$ cat config.mk
export PLATFORM = sky130hd
export DESIGN_NAME = arbitro_turno
export DESIGN_NICKNAME = d
export VERILOG_FILES = /design/src/rtl/arbitro_turno.sv
export SDC_FILE = /design/constraint.sdc
export NUM_CORES = 1
export LEC_CHECK = 0
export CAP_MARGIN = 10
export CORE_MARGIN = 8
export CORE_UTILIZATION = 60
export CTS_BUF_LIST = sky130_fd_sc_hd__clkbuf_8
export DETAILED_ROUTE_END_ITERATION = 7
export DONT_BUFFER_PORTS = 1
export GPL_TIMING_DRIVEN = 1
export MAX_ROUTING_LAYER = met4
export PLACE_DENSITY = 0.85
export REMOVE_ABC_BUFFERS = 1
export SYNTH_ARGS = -nofsm -noshare
export SYNTH_HDL_FRONTEND = slang
export SYNTH_SLANG_ARGS = --single-unit
$ cat constraint.sdc
create_clock -name clock -period 2.1 [get_ports clock]
set_clock_uncertainty 0.2 [all_clocks]
set_input_delay 0.525 -clock clock [delete_from_list [all_inputs] [get_ports clock]]
set_output_delay 0.525 -clock clock [all_outputs]
set_load 0.005 [all_outputs]
$ cat src/rtl/arbitro_turno.sv
// Turn controller for a two-player chess clock: whose turn it is, per-player
// countdown timers, move-register grant/strobe and time-expiry flags.
module arbitro_turno #(
    parameter int W             = 12,
    parameter int TEMPO_INICIAL = 600,
    parameter int INCREMENTO    = 5
) (
    input  logic         clock,
    input  logic         reset,
    input  logic         iniciar,
    input  logic         tick,
    input  logic         req_branca,
    input  logic         req_preta,
    input  logic         pausar,
    input  logic         jogada_valida,
    input  logic         jogada_invalida,
    output logic         gnt_branca,
    output logic         gnt_preta,
    output logic         registraJ,
    output logic         vez,
    output logic [W-1:0] tempo_branca,
    output logic [W-1:0] tempo_preta,
    output logic         fim_branca,
    output logic         fim_preta,
    output logic         em_jogo,
    output logic [3:0]   db_estado
);

    typedef enum logic [3:0] {
        OCIOSO   = 4'h0,
        PREPARA  = 4'h1,
        VEZ      = 4'h2,
        REGISTRA = 4'h3,
        VALIDA   = 4'h4,
        TROCA    = 4'h5,
        PAUSA    = 4'h6,
        FIM      = 4'hF
    } estado_t;

    localparam logic [W-1:0] TEMPO_MAX   = '1;
    localparam logic [W-1:0] TEMPO_CARGA = W'(TEMPO_INICIAL);
    // Clamp the increment so its extended form never wraps before saturation.
    localparam int           INC_SAT     = (INCREMENTO > (2**W - 1)) ? (2**W - 1) : INCREMENTO;
    localparam logic [W:0]   INC_EXT     = (W+1)'(INC_SAT);

    estado_t      estado_q, estado_d;
    logic         vez_q, vez_d;
    logic [W-1:0] tempo_b_q, tempo_b_d;
    logic [W-1:0] tempo_p_q, tempo_p_d;
    logic         fim_b_q, fim_b_d;
    logic         fim_p_q, fim_p_d;

    logic         conta;
    logic         expira;
    logic         req_vez;
    logic [W-1:0] tempo_vez;

    function automatic logic [W-1:0] soma_sat(input logic [W-1:0] t);
        logic [W:0] s;
        s = {1'b0, t} + INC_EXT;
        return s[W] ? TEMPO_MAX : s[W-1:0];
    endfunction

    always_ff @(posedge clock or negedge reset) begin
        if (!reset) begin
            estado_q  <= OCIOSO;
            vez_q     <= 1'b0;
            tempo_b_q <= '0;
            tempo_p_q <= '0;
            fim_b_q   <= 1'b0;
            fim_p_q   <= 1'b0;
        end else begin
            estado_q  <= estado_d;
            vez_q     <= vez_d;
            tempo_b_q <= tempo_b_d;
            tempo_p_q <= tempo_p_d;
            fim_b_q   <= fim_b_d;
            fim_p_q   <= fim_p_d;
        end
    end

    always_comb begin
        estado_d  = estado_q;
        vez_d     = vez_q;
        tempo_b_d = tempo_b_q;
        tempo_p_d = tempo_p_q;
        fim_b_d   = fim_b_q;
        fim_p_d   = fim_p_q;

        tempo_vez = vez_q ? tempo_p_q : tempo_b_q;
        req_vez   = vez_q ? req_preta : req_branca;
        conta     = tick && (estado_q == VEZ || estado_q == REGISTRA || estado_q == VALIDA)
                    && (tempo_vez != '0);
        expira    = conta && (tempo_vez == W'(1));

        if (conta) begin
            if (vez_q) tempo_p_d = tempo_p_q - W'(1);
            else       tempo_b_d = tempo_b_q - W'(1);
        end

        case (estado_q)
            OCIOSO: begin
                if (iniciar) estado_d = PREPARA;
            end
            PREPARA: begin
                tempo_b_d = TEMPO_CARGA;
                tempo_p_d = TEMPO_CARGA;
                vez_d     = 1'b0;
                fim_b_d   = 1'b0;
                fim_p_d   = 1'b0;
                estado_d  = VEZ;
            end
            VEZ: begin
                if (pausar)       estado_d = PAUSA;
                else if (req_vez) estado_d = REGISTRA;
            end
            REGISTRA: begin
                estado_d = VALIDA;
            end
            VALIDA: begin
                if (jogada_valida)        estado_d = TROCA;
                else if (jogada_invalida) estado_d = VEZ;
            end
            TROCA: begin
                if (vez_q) tempo_p_d = soma_sat(tempo_p_q);
                else       tempo_b_d = soma_sat(tempo_b_q);
                vez_d    = ~vez_q;
                estado_d = VEZ;
            end
            PAUSA: begin
                if (!pausar) estado_d = VEZ;
            end
            FIM: begin
                if (iniciar) estado_d = PREPARA;
            end
            default: begin
                estado_d = OCIOSO;
            end
        endcase

        // Expiry overrides any request, verdict or pause seen on the same edge.
        if (expira) begin
            estado_d = FIM;
            if (vez_q) fim_p_d = 1'b1;
            else       fim_b_d = 1'b1;
        end
    end

    assign gnt_branca   = (estado_q == REGISTRA || estado_q == VALIDA) && !vez_q;
    assign gnt_preta    = (estado_q == REGISTRA || estado_q == VALIDA) &&  vez_q;
    assign registraJ    = (estado_q == REGISTRA);
    assign vez          = vez_q;
    assign tempo_branca = tempo_b_q;
    assign tempo_preta  = tempo_p_q;
    assign fim_branca   = fim_b_q;
    assign fim_preta    = fim_p_q;
    assign em_jogo      = (estado_q == VEZ) || (estado_q == REGISTRA) || (estado_q == VALIDA)
                          || (estado_q == TROCA) || (estado_q == PAUSA);
    assign db_estado    = estado_q;

endmodule
==> flow_summary.toml <==
[status]
outcome = "complete, but fails checks"
violations = "design-rule violations, negative setup slack"

[floorplanning]
rows = 24
core_area_mm2 = 0.00435
die_h_um = 83.4
io_pins = 44
die_w_um = 83.4
initial_core_util = 0.626
dieArea_mm2 = 0.00695

[setup_path]
crit_fanout = 7
critPathKind = "flop to flop"
worstPathArrival_ns = 2.63
cp-end-kind = "flop"
crit_required_ns = 2.09
start_kind = "flop"
r2r-start = "tempo_preta[4]"
critPathLaunch = "tempo_preta[4]"

[drt]
drt_first_iter_violations = 1065
wl_met2_um = 6080
dr.pass1.iters = 8
vias_per_cell = 8.39
wire_per_inst_um = 30.8
met3WireLength_um = 2550
ant_nets = 0
vias = 4069
wl_um = 14900
wl_met1_um = 4660
drc = 84
routed.top_layer = "met4"

[cts]
cts.htree.levels = 2
cts.clk_slew.worst_paths_ns = 0.09
numCtsBuffers = 5
clockBufferDepth = 2
clk_latency_ns = 0.32
numClockSinks = 31
cts_tree = "done"
cts_root_buffer = "clkbuf_8"

[flow_run]
cap_violations = 0

[layout]
final_area_mm2 = 0.00393
final_common_cell = "buf_4"
layout_common_cells = "buf_4 (90), nand2_1 (36), dfrtp_1 (28), nor2_1 (26), o21ai_0 (17)"
drive_above_1_share = 0.407
syn_to_final_growth_pct = 44.1
nets = 445
instances_no_fill = 485

[timing]
period_minus_slack_ns = 2.64
rsz0062_at_grt = "true"
hold_viol = 0
fin_ws_ns = -0.543
relSlewSlack = 0.636
final-setup-viol-count = 33
tightest_slew_ns = 0.541
final_max_slew_viol_count = 0
post-route-period-util = 1.26
max_freq_mhz = 378

[placed_design]
port_buffers = 0
place_inst = 459
gp_congestion = 0.985
preCtsSetupSlack_ns = -0.260
hpwl_um = 6810
place_area_mm2 = 0.00329

[global_routing]
grt_pass1_wl_um = 17200
grt.overflow.total = 0
grt_antenna_before_repair = 1
grt_pass1_vias = 3284
grt_max_degree = 32
track_usage = 0.305

[synthesis]
synth.distinct_cells = 68
synth.avg_cell_area_um2 = 7.74
yosys_most_used_dff = "dfrtp_1"
yosysWarnings = 0
seq_area_frac_synth = 0.285
ys_ff_latch = 31
synth_async_sr_flop_share = 1.00
synth_edf_count = 0
synth.cell_area_mm2 = 0.00273
synthCells = 352

[hold_path]
min_from = "iniciar"
hp-class = "input port to flop"

[power_and_ir_drop]
worst_ir_drop_vdd_v = 0.00116
p_leak_nw = 1.59
p_per_area_mw_per_mm2 = 1430
## Yosys cell counts, drive strengths merged, types with 5 or more instances
| cell | number | area share |
|---|---|---|
| a21oi | 17 | 0.031 |
| buf | 17 | 0.035 |
| clkbuf | 14 | 0.019 |
| dfrtp | 31 | 0.28 |
| ha | 5 | 0.023 |
| inv | 7 | 0.0096 |
| mux2i | 6 | 0.027 |
| nand2 | 40 | 0.056 |
| nand2b | 6 | 0.014 |
| nand3 | 14 | 0.026 |
| nand4 | 9 | 0.021 |
| nor2 | 30 | 0.041 |
| nor3 | 17 | 0.033 |
| nor3b | 5 | 0.014 |
| nor4 | 8 | 0.018 |
| o21ai | 33 | 0.062 |
| o22ai | 9 | 0.021 |
| or3 | 5 | 0.011 |
| xor2 | 10 | 0.032 |
## kinds of logic (layout without fill, tap and decap cells)
family	Yosys count	after routing	share of synthesized area
xor+xnor	14	14	0.0450
mux	7	7	0.0308
fa+ha+maj	5	5	0.0230
simple gates	158	159	0.308
flops	31	31	0.285
buf+inv	38	117	0.0638
compound gates	99	99	0.245
other cells	0	1	0
## registers in the layout, indices dropped and copies added (netlist names), named ones only
signal        flops
tempo_branca     11
tempo_preta      11
db_estado         4
fim_branca        1
fim_preta         1
vez               1
## timing repair
item,in CTS,in global routing
cloned,0,1
pin swaps,13,29
setup endpoints to repair,32,32
buffers inserted,5,10
endpoints found under the hold margin,31,0
hold buffers,2,0
resized for setup,24,65
## report_power, final
part	switching, mW	leakage (nW)	total, mW	internal [mW]
logic	2.34	1.15	3.86	1.52
registers	0.267	0.375	1.09	0.819
clock network	0.295	0.0612	0.679	0.385
## final timing paths
| check | slack, ns | endpoint | cells after the start |
|---|---|---|---|
| setup / recovery | -0.54 | tempo_preta[7] | 6 |
| hold / removal | 0.16 | db_estado[3] | 1 |
| setup reg to reg | -0.54 | tempo_preta[7] | 6 |
| hold reg to reg | 0.43 | fim_preta | 2 |
| max in group asynchronous | 1.04 | db_estado[2] | 2 |
| min in group asynchronous | 0.45 | async pin | 2 |
## critical path: stages, from the launching register on
cell and delay (ns):
dfrtp_1 0.42, nor3_1 0.40, nor3b_2 0.53, o211a_4 0.36, nor3_1 0.10, nor3_1 0.36
nor3_1 0.14
## layer usage
metal / GRT usage / vias to the layer above
li1: - / 1473
met1: 0.343 / 1786
met4: 0.173 / 0
met3: 0.0996 / 232
met5: - / -
met2: 0.465 / 578
## metrics by stage
stage,TNS (ns),util,hold WS [ns],power [mW]
floorplan,-22.52,-,0.0294,2.46
global placement,-3.26,0.756,0.0308,3.60
detailed placement,-4.67,0.756,0.0309,3.71
CTS,-2.46,0.825,0.145,4.53
global route,-16.26,0.902,0.128,5.74
finish,-9.03,0.902,0.156,5.63
## layout make-up
class | count | area, um^2
diodes | 1 | 2.50
well taps | 52 | 65.1
multi-input cells | 284 | 2120
clock buffers | 6 | 82.6
inverters | 7 | 26.3
repair buffers | 102 | 818
fillers | 145 | 427
flip-flops and latches | 31 | 779
clock inverters | 2 | 35.0
No activity file was read; power rests on OpenSTA's default activity.
